`src/rtl/amstrad_ga_ioregs.sv`:
```
// Amstrad CPC gate-array I/O register block: decodes Z80 OUT writes into the
// gate-array, ROM-select and Plus RMR2 registers, and tracks the ASIC unlock sequence.
module amstrad_ga_ioregs #(
    parameter int PLUS_EN    = 1,
    parameter int UNLOCK_LEN = 17
) (
    input  logic        CLK,
    input  logic        reset,
    input  logic        io_WR,
    input  logic [15:0] A,
    input  logic [7:0]  D,
    input  logic        ram64k,
    input  logic        plus_mode,
    output logic [7:0]  ram_config,
    output logic [7:0]  mrer,
    output logic [7:0]  rom_select,
    output logic [7:0]  rmr2,
    output logic [4:0]  pen,
    output logic [4:0]  colour,
    output logic        colour_we,
    output logic        irq_ack,
    output logic        asic_unlocked,
    output logic        wr_stb
);

    typedef enum logic [1:0] {IDLE, SEQ, UNLOCKED} state_e;

    localparam logic       PLUS_ON  = (PLUS_EN != 0);
    localparam logic [4:0] LAST_IDX = 5'(UNLOCK_LEN - 1);

    state_e     state_q, state_d;
    logic [4:0] idx_q, idx_d;
    logic       unlocked_q, unlocked_d;
    logic       wr_q, armed_q;
    logic [7:0] ramConfig_q, ramConfig_d, mrer_q, mrer_d;
    logic [7:0] romSelect_q, romSelect_d, rmr2_q, rmr2_d;
    logic [4:0] pen_q, pen_d, colour_q, colour_d;
    logic       colourWe_q, colourWe_d, irqAck_q, irqAck_d, wrStb_q, wrStb_d;
    logic       plusOn, wrEdge, gaSel, crtcSel, unlockedOut;
    logic       unusedAddrBits;

    function automatic logic [7:0] unlockByte(input logic [4:0] k);
        case (k)
            5'd0:    return 8'hFF;
            5'd1:    return 8'h00;
            5'd2:    return 8'hFF;
            5'd3:    return 8'h77;
            5'd4:    return 8'hB3;
            5'd5:    return 8'h51;
            5'd6:    return 8'hA8;
            5'd7:    return 8'hD4;
            5'd8:    return 8'h62;
            5'd9:    return 8'h39;
            5'd10:   return 8'h9C;
            5'd11:   return 8'h46;
            5'd12:   return 8'h2B;
            5'd13:   return 8'h15;
            5'd14:   return 8'h8A;
            5'd15:   return 8'hCD;
            5'd16:   return 8'hEE;
            default: return 8'h00;
        endcase
    endfunction

    // armed_q blocks a write until io_WR has been seen low after reset
    assign plusOn         = PLUS_ON && plus_mode;
    assign wrEdge         = io_WR && !wr_q && armed_q;
    assign gaSel          = !A[15] && A[14];
    assign crtcSel        = !A[14] && (A[9:8] == 2'b00);
    assign unlockedOut    = unlocked_q && plusOn;
    assign unusedAddrBits = ^{A[12:10], A[7:0]};

    always_comb begin
        state_d    = state_q;
        idx_d      = idx_q;
        unlocked_d = unlocked_q;
        if (!plusOn) begin
            state_d    = IDLE;
            idx_d      = 5'd0;
            unlocked_d = 1'b0;
        end else if (wrEdge && crtcSel) begin
            if (state_q == UNLOCKED) begin
                if (D == 8'hFF) begin
                    state_d = SEQ;
                    idx_d   = 5'd1;
                end
            end else if (D == unlockByte(idx_q)) begin
                if (idx_q == LAST_IDX) begin
                    state_d    = UNLOCKED;
                    idx_d      = 5'd0;
                    unlocked_d = 1'b1;
                end else begin
                    state_d = SEQ;
                    idx_d   = idx_q + 5'd1;
                end
            end else begin
                // Only a wrong final byte relocks; earlier mismatches just resync
                if (idx_q == LAST_IDX) unlocked_d = 1'b0;
                state_d = (D == 8'hFF) ? SEQ : IDLE;
                idx_d   = (D == 8'hFF) ? 5'd1 : 5'd0;
            end
        end
    end

    always_comb begin
        ramConfig_d = ramConfig_q;
        mrer_d      = mrer_q;
        romSelect_d = romSelect_q;
        rmr2_d      = rmr2_q;
        pen_d       = pen_q;
        colour_d    = colour_q;
        colourWe_d  = 1'b0;
        irqAck_d    = 1'b0;
        wrStb_d     = wrEdge;
        if (wrEdge) begin
            if (!A[13]) romSelect_d = D;
            if (gaSel) begin
                case (D[7:6])
                    2'b00: pen_d = D[4] ? 5'h10 : {1'b0, D[3:0]};
                    2'b01: begin
                        colour_d   = D[4:0];
                        colourWe_d = 1'b1;
                    end
                    2'b10: begin
                        if (unlockedOut && D[5]) begin
                            rmr2_d = D;
                        end else begin
                            mrer_d   = D;
                            irqAck_d = D[4];
                        end
                    end
                    default: if (!ram64k) ramConfig_d = D;
                endcase
            end
        end
    end

    always_ff @(posedge CLK) begin
        if (reset) begin
            state_q     <= IDLE;
            idx_q       <= 5'd0;
            unlocked_q  <= 1'b0;
            wr_q        <= 1'b0;
            armed_q     <= 1'b0;
            ramConfig_q <= 8'h00;
            mrer_q      <= 8'h00;
            romSelect_q <= 8'h00;
            rmr2_q      <= 8'h00;
            pen_q       <= 5'h00;
            colour_q    <= 5'h00;
            colourWe_q  <= 1'b0;
            irqAck_q    <= 1'b0;
            wrStb_q     <= 1'b0;
        end else begin
            state_q     <= state_d;
            idx_q       <= idx_d;
            unlocked_q  <= unlocked_d;
            wr_q        <= io_WR;
            armed_q     <= armed_q | ~io_WR;
            ramConfig_q <= ramConfig_d;
            mrer_q      <= mrer_d;
            romSelect_q <= romSelect_d;
            rmr2_q      <= rmr2_d;
            pen_q       <= pen_d;
            colour_q    <= colour_d;
            colourWe_q  <= colourWe_d;
            irqAck_q    <= irqAck_d;
            wrStb_q     <= wrStb_d;
        end
    end

    assign ram_config    = ramConfig_q;
    assign mrer          = mrer_q;
    assign rom_select    = romSelect_q;
    assign rmr2          = rmr2_q;
    assign pen           = pen_q;
    assign colour        = colour_q;
    assign colour_we     = colourWe_q;
    assign irq_ack       = irqAck_q;
    assign asic_unlocked = unlockedOut;
    assign wr_stb        = wrStb_q;

endmodule

```
`config.mk`:
```
export PLATFORM = sky130hd
export DESIGN_NAME = amstrad_ga_ioregs
export DESIGN_NICKNAME = d
export VERILOG_FILES = /design/src/rtl/amstrad_ga_ioregs.sv
export SDC_FILE = /design/constraint.sdc
export NUM_CORES = 1
export LEC_CHECK = 0
export ABC_AREA = 1
export BUFFER_PORTS_ARGS = -buffer_cell sky130_fd_sc_hd__buf_2
export CAP_MARGIN = 20
export CELL_PAD_IN_SITES_DETAIL_PLACEMENT = 1
export CELL_PAD_IN_SITES_GLOBAL_PLACEMENT = 1
export CORE_ASPECT_RATIO = 1.1
export CORE_MARGIN = 4
export CORE_UTILIZATION = 35
export CTS_BUF_LIST = sky130_fd_sc_hd__clkbuf_8
export CTS_CLUSTER_DIAMETER = 50
export DETAILED_ROUTE_END_ITERATION = 8
export PLACE_DENSITY_LB_ADDON = 0.3
export SYNTH_ARGS = -nofsm -noshare
export SYNTH_HDL_FRONTEND = slang
export SYNTH_SLANG_ARGS = --single-unit
```
`constraint.sdc`:
```
create_clock -name CLK -period 2 [get_ports CLK]
set_input_delay 0.5 -clock CLK [delete_from_list [all_inputs] [get_ports CLK]]
set_output_delay 0.5 -clock CLK [all_outputs]
set_load 0.01 [all_outputs]
```
# Yosys cells after proc, flatten, opt, wreduce, memory -nomap -nowiden
# Memories as Yosys holds them, arrays and structs flattened. A register that Yosys moved wholly into a read port is not among the register bits.
# Index checks and enable logic that the tools add are counted.
# word_totals
word_cells,78
regBits,55
output_inout_bits,46
mem_bits_ro,256
memories,1
in_bits,29
# classes
add_sub_neg,1
reduce_logical,24
n_mux,20
bitwise,11
n_eq_ne,7
# memory_table
memory,depth,word_bits,rd,rd_ports_with_merged_regs,write_ports,line,rtl
(name not given),32,8,1,1,0,43,case (k)
# ops
operator,n
$mux 5,7
$mux 8,3
$reduce_and 4->1,3
$not 1->1,10
$reduce_and 3->1,3
$eq 8x8->1,1
$eq 8x8->1 const B,1
$mux 2,4
$logic_and 1x1->1,7
$mux 1,6
$reduce_or 3->1,2
$add 5x1->5 const B,1
$eq 5x5->1 const B,1
$reduce_or 5->1,1
$eq 2x2->1 const B,2
$logic_not 2->1,2
$reduce_and 2->1,2
$logic_not 1->1,3
$eq 2x1->1 const B,1
$ne 2x1->1 const B,1
$reduce_or 2->1,1
$or 1x1->1,1

# Longest topological paths before layout
# Gate-level depths: netlist (run 1).
# depth
ltp_word,11
depth_mapped,19
depth_no_buf,19

# Worst setup path before layout (run 1)
# Ideal clock, no wire load.
# synth_path
kind,input -> register
from,in A[14]
to,reg with a tool-made name
cell_stages,15
t_required_ns,1.885
setup_slack_ns,-0.116
path_buffers,0
setup_time_ns,0.115
arrival_ns,2.001
cell_sequence,inv_1 -> nand3_1 -> nor2_4 -> nand2_1 -> inv_1 -> nand3_1 -> nand2_2 -> inv_1 -> ha_1 -> nand2_1 -> nand2_1 -> nand2_1 -> nand2_1 -> nand2_1 -> nand2_1
# synth_lines
item,line,rtl
start: declaration,10,"input logic [15:0] A,"

==> metrics.md, run 1 <==
| Metric | Value |
|---|---|
| Status | completed |
| Crit. End Element | register |
| Yosys reg bits | 63 |
| Top_reg_cell synth | dfxtp_1 |
| Syn Area/Cell | 7.41 um^2 |
| Cell mode on critical path | nand2_1 |
| Grt ovf | 0 |
| Most frequent cells in the layout | nand2_1 (78), buf_2 (62), dfxtp_1 (55), buf_4 (53) |
| Vias in the first global route | 2898 |
| Syn_nets | 428 |
| Final Hold Fails | 0 |
| Worst Path Arrival | 2.17 ns |
| Slew headroom | 47.2% |
| Sequential share of the synthesized area | 43.5% |
| Commonest non-fill, non-tap cell in the layout | nand2_1 |
| Clock skew | 0.0159 ns |
| Final HPWL DP | 6.61 mm |
| Maximum VDD drop | 0.357 mV |
| Setup Viol. Count Final | 0 |
| Non-filler cells, final | 624 |
| CP delay by family, top | simple AND/OR/NAND/NOR gates |
| H-tree levels | 3 |
| First-pass DRT Iterations | 4 |
| TNS Setup | 0 ns |
| Share of cells above drive strength 1 | between 40% and 50% |
| WP buf/inv | 5 |
| Synth Instances | around 390 |
| F_max | 512 MHz |
| Port bufs | 63 |
| Fin nets | 548 |
| Worst EP required | 2.22 ns |
| Placed cell count | 600 |
| Ys async rst share | 0% |
| CTS tree | built |
| Tcrit/Tclk final | 97.7% |
| Gpl congestion | ~0.84 |
| Final wirelength | about 9 mm |
| Slowest cell on the critical path | clkbuf_4 |
| Ports | 75 |
| Die Wd | 94.8 um |
| Worst skew pair latency | 0.34 ns |
| Area growth, synth to finish | 44.0% |
| Clk root buf | clkbuf_8 |
| Synthesized area | roughly 2900 um^2 |
| Hold Path Depth | 3 |
| # rows | 34 |
| Worst-Margin Slew | 0.791 ns |
| 1st-iter DRT viols | 67 |
| Sink Count | 63 |
| Unrepaired setup endpoints after global routing | true |
| GRT Total Usage | 18.1% |
| Routed wire per std cell | between 10 and 15 um |
| Slack of the worst reg-to-reg path | ~0.070 ns |
| Total core area | 8000 um^2 |
| Yosys warns | 0 |
| CP max stage delay | ~0.15 ns |
| Critical path depth | 20 |
| Reg2reg path depth | 19 |
| Clock-pin slew on the worst setup and hold paths | 0.07 ns |
| Largest net degree at the start of global routing | 33 |
| Die H | 103 um |
| Post-layout min period | 1.95 ns |
| Post-synth EDFFs | 0 |
| Layout filler cell count | 1050 |
| Top fanout value on the critical path | 5 |
| Synth area leaders | dfxtp_1 (44%), nand2_1 (12%), a21oi_1 (6.6%), o21ai_0 (5.4%), inv_1 (5.3%) |
| Antenna-violating nets left | 0 |
| First-pass GRT wire length | approximately 14 mm |
| Synth cell types | 32 |
| Antenna violations before repair | 0 |
| CP Cell Sequence | clkbuf_4 > inv_2 > nand2_1 > nand2_2 > nor2_2 > nand2_2 > buf_12 > nor2_8 > nand2_2 > nand3_4 > nand2_8 > inv_6 > ha_4 > inv_1 > nand2_1 > nand2_1 > nand2_1 > nand2_1 > nand2_1 > nand2_1 |
| Total CTS buffers | 9 |
| Via density | approximately 4.7 |
| WS Path Type | in -> reg |
| Starting Density | 36.2% |
| Synth top area share | 43.5% |
| Max_cap viols | 0 |
| Slew Limit Fails | 0 |
| DRC Markers | 0 |
| Yosys top cell by area | dfxtp_1 |
| # diodes | 0 |
| Via count | around 3000 |
| Class of the worst hold path | in -> reg |
| Die area | 9800 um^2 |
| Max clock buf depth | 2 |
| Pleak | 2.10 nW |
| Crit start category | input pin |
| PwrDens | 653 nW/um^2 |
## logic make-up (layout without fill, tap and decap cells)
family / after synthesis / count (layout) / synth area share, %
DFF: 63 / 63 / 43.5
AOI/OAI and AO/OA: 76 / 76 / 14.0
buffers and inverters: 64 / 189 / 8.51
and+or+nand+nor: 177 / 177 / 29.6
adders and majority gates: 8 / 8 / 3.45
xor gates and xnor gates: 3 / 3 / 0.907
## where the power goes
group | internal (mW) | switching [mW]
combinational | 0.0751 | 0.114
clock | 0.742 | 0.519
sequential | 1.27 | 0.00740
## final timing paths
check                start       end
setup reg to reg  register  register
hold reg to reg    mrer[6]   mrer[6]
hold / removal       io_WR      wr_q
setup / recovery      D[2]  register
## worst min-delay path, delay by kind of cell
family        cells  cell delay [ns]
buf+inv           2             0.18
simple gates      1             0.04
## Yosys cell counts (2+ instances only)
library cell / count
clkinv_1: 2
nand2_2: 10
nor2_1: 35
o21ai_0: 31
nor2_4: 2
nor3_1: 3
ha_1: 8
nand3_1: 19
o21a_1: 2
nand2_1: 91
inv_1: 41
dfxtp_1: 63
a21oi_1: 38
nand2_4: 4
buf_2: 4
nor3_2: 2
xor2_1: 2
nor2_8: 2
inv_2: 10
nor2_2: 5
clkbuf_1: 6
## per-layer routing
layer | GRT usage [%] | wire length, um
met1 | 20.5 | 3620
met3 | 3.11 | 266
met5 | 0 | 0
met2 | 34.1 | 4940
met4 | 6.55 | 133
## layout make-up
| cell class | count | area [um^2] | area share [%] |
|---|---|---|---|
| multi-input cells | 264 | 1560 | 37.3 |
| flip-flops and latches | 63 | 1270 | 30.5 |
| repair buffers | 119 | 758 | 18.2 |
| inverters | 54 | 218 | 5.22 |
| clock buffers | 10 | 138 | 3.30 |
| well taps | 108 | 135 | 3.24 |
| clock inverters | 6 | 92.6 | 2.22 |
## metrics by stage
stage	hold slack [ns]	utilization (%)	total power [mW]	instance area, um^2	setup slack (ns)
after floorplan	0.439	-	1.39	2910	-0.0124
after global placement	0.429	46.0	1.47	3680	-0.247
after detailed placement	0.437	46.0	1.48	3680	-0.319
after CTS	0.416	49.1	2.74	3930	0.00493
after global routing	0.414	52.2	2.83	4170	-0.0994
final	0.428	52.2	2.72	4170	0.0455
## timing repair
action,in CTS,in global routing
cloned,0,1
pin swaps,3,25
hold buffers,0,0
buffers inserted,1,6
endpoints found under the setup margin,3,17
resized for setup,5,51
(Power assumes the default switching activity.)
==> run 2, diff against run 1 <==
CORE_UTILIZATION = 39   (was 35)
clock period = 1.9 ns   (was 2 ns; I/O delays follow)
==> metrics.md, run 2 (synthesized netlist as in run 1, its figures left out) <==
| Metric | Value |
|---|---|
| Tcrit/Tclk final | 105% |
| Routed wire per std cell | 15.7 um (+9.1%) |
| Status | finished, violations left |
| Setup Viol. Count Final | 8 (+8) |
| Die H | 98.4 um (-4.9%) |
| Class of the worst hold path | in -> reg |
| Worst EP required | 2.13 ns (-0.09 ns) |
| Final Hold Fails | 0 (unchanged) |
| Port bufs | 63 (unchanged) |
| First-pass GRT wire length | 14.7 mm (+6.6%) |
| F_max | 499 MHz |
| Crit start category | register |
| Crit path launch | armed_q |
| Antenna violations before repair | 0 (unchanged) |
| Via density | 4.98 (+5.6%) |
| WS Path Type | reg -> reg |
| # diodes | 0 (unchanged) |
| Hold Path Depth | 3 (unchanged) |
| Worst skew pair latency | 0.35 ns (about the same) |
| Worst Path Arrival | 2.24 ns (+0.07 ns) |
| Final wirelength | 9.49 mm (+6.0%) |
| Failing checks | setup timing |
| Clk root buf | clkbuf_8 |
| Post-CTS Hold Fix Bufs | 0 (unchanged) |
| Reg2reg path depth | 15 (-4) |
| Layout filler cell count | 898 (-14%) |
| Die Wd | 90.2 um (-4.8%) |
| Total CTS buffers | 9 (unchanged) |
| Clock-pin slew on the worst setup and hold paths | 0.07 ns (about the same) |
| Starting Density | 40.7% (+4.4 points) |
| Max_cap viols | 0 (unchanged) |
| Slew Limit Fails | 0 (unchanged) |
| Maximum VDD drop | 0.281 mV (-21%) |
| Die area | 8870 um^2 (-9.4%) |
| HP Start | io_WR |
| Post-layout min period | 2.00 ns |
| Share of cells above drive strength 1 | 42.8% (+1.3 points) |
| Pleak | 2.15 nW (+2.1%) |
| First-pass DRT Iterations | 4 (unchanged) |
| H-tree levels | 3 (unchanged) |
| Fin nets | 554 (+1.1%) |
| Worst-Margin Slew | 0.315 ns (-0.476 ns) |
| Post-layout instance area | 4230 um^2 (+1.3%) |
| Area growth, synth to finish | 45.9% |
| GRT Total Usage | 20.8% (+2.7 points) |
| Slew headroom | 78.9% (+32 points) |
| Gpl congestion | 0.835 (-0.46%) |
| Ports | 75 (unchanged) |
| 1st-iter DRT viols | 68 (+1.5%) |
| PwrDens | 661 nW/um^2 (+1.2%) |
| Placed cell count | 578 (-3.7%) |
| Total power | 2.79 mW (+2.6%) |
| Non-filler cells, final | 606 (-2.9%) |
| Top fanout value on the critical path | 6 (+1) |
| Fin Hold WS | 0.392 ns (-0.0365 ns) |
| Crit. End Element | register |
| CTS tree | built |
| Max clock buf depth | 2 (unchanged) |
| Unrepaired setup endpoints after global routing | true |
| Total core area | 7130 um^2 (-11%) |
| R2R Path Start | armed_q |
| Vias in the first global route | 3050 (+5.2%) |
| Final WS setup | -0.103 ns (-0.148 ns) |
| Clock skew | 0.0164 ns (+0.000544 ns) |
| Placed Area | 3680 um^2 (about the same) |
| Commonest non-fill, non-tap cell in the layout | nand2_1 |
| Via count | 3020 (+2.5%) |
| Sink Count | 63 (unchanged) |
| DRC Markers | 0 (unchanged) |
| Most frequent cells in the layout | nand2_1 (80), buf_2 (63), dfxtp_1 (58), buf_4 (55), a21oi_1 (37) |
| Largest net degree at the start of global routing | 33 (unchanged) |
| Grt ovf | 0 (unchanged) |
| Antenna-violating nets left | 0 (unchanged) |
| # rows | 32 (-5.9%) |
| Final HPWL DP | 6.62 mm (+0.18%) |
run 2: changes by cell type in the layout (fill, tap and decap cells not counted), moves of 4 or more:
cell and change:
o21ai_0 -8, o21ai_1 +7, buf_6 +5, nand2_2 -4, nand2_4 +4, nor2_4 +4
run 2: timing repair:
| item | CTS | global route |
|---|---|---|
| buffers inserted | 3 | 10 |
| pin swaps | 13 | 27 |
| setup endpoints to repair | 9 | 24 |
| gates cloned | 0 | 1 |
| gates resized for setup | 22 | 47 |
run 2: per-stage QoR:
stage	TNS (ns)	setup slack [ns]	utilization, %
final	-0.417	-0.103	59.3
after global routing	-2.83	-0.253	59.3
after CTS	-0.0151	-0.0151	56.1
after detailed placement	-4.29	-0.305	51.7
after global placement	-2.48	-0.244	51.7
after floorplan	-0.0198	-0.0198	-
run 2: worst paths after layout:
kind                            endpoint  slack, ns
worst max register to register  register      -0.10
worst min-delay path                wr_q       0.39
worst max-delay path            register      -0.10
worst min register to register   rmr2[6]       0.44
run 2: area by class of cell:
cell class | count | area [um^2] | area share [%]
multi-input cells | 265 | 1630 | 38.4
flip-flops and latches | 63 | 1270 | 30.0
repair buffers | 124 | 796 | 18.8
inverters | 54 | 216 | 5.12
clock buffers | 13 | 179 | 4.23
well taps | 85 | 106 | 2.52
clock inverters | 2 | 37.5 | 0.888
run 2: power breakdown:
part	leakage (nW)	internal, mW	total (mW)	switching, mW
clock	0.108	0.742	1.25	0.512
sequential	0.508	1.33	1.34	0.00780
combinational	1.53	0.0766	0.199	0.122
total	2.15	2.15	2.79	0.641
run 2: worst max-delay path, stage by stage (launching register included):
cell	delay [ns]
dfxtp_2	0.35
nand2_2	0.06
nor2_2	0.13
inv_2	0.06
nor2_4	0.18
nand2_4	0.11
nor2_4	0.12
nand2_2	0.06
nand2_4	0.10
nand2_8	0.09
ha_4	0.17
nand3b_1	0.18
nand3_2	0.09
nand2_1	0.07
nand2_1	0.07
nand2_1	0.06
run 2: routing by layer:
layer	global-route usage (%)	part of all wire, %
met5	0	0
met4	6.01	1.7
met3	5.01	3.7
met2	40.3	56
met1	22.1	39
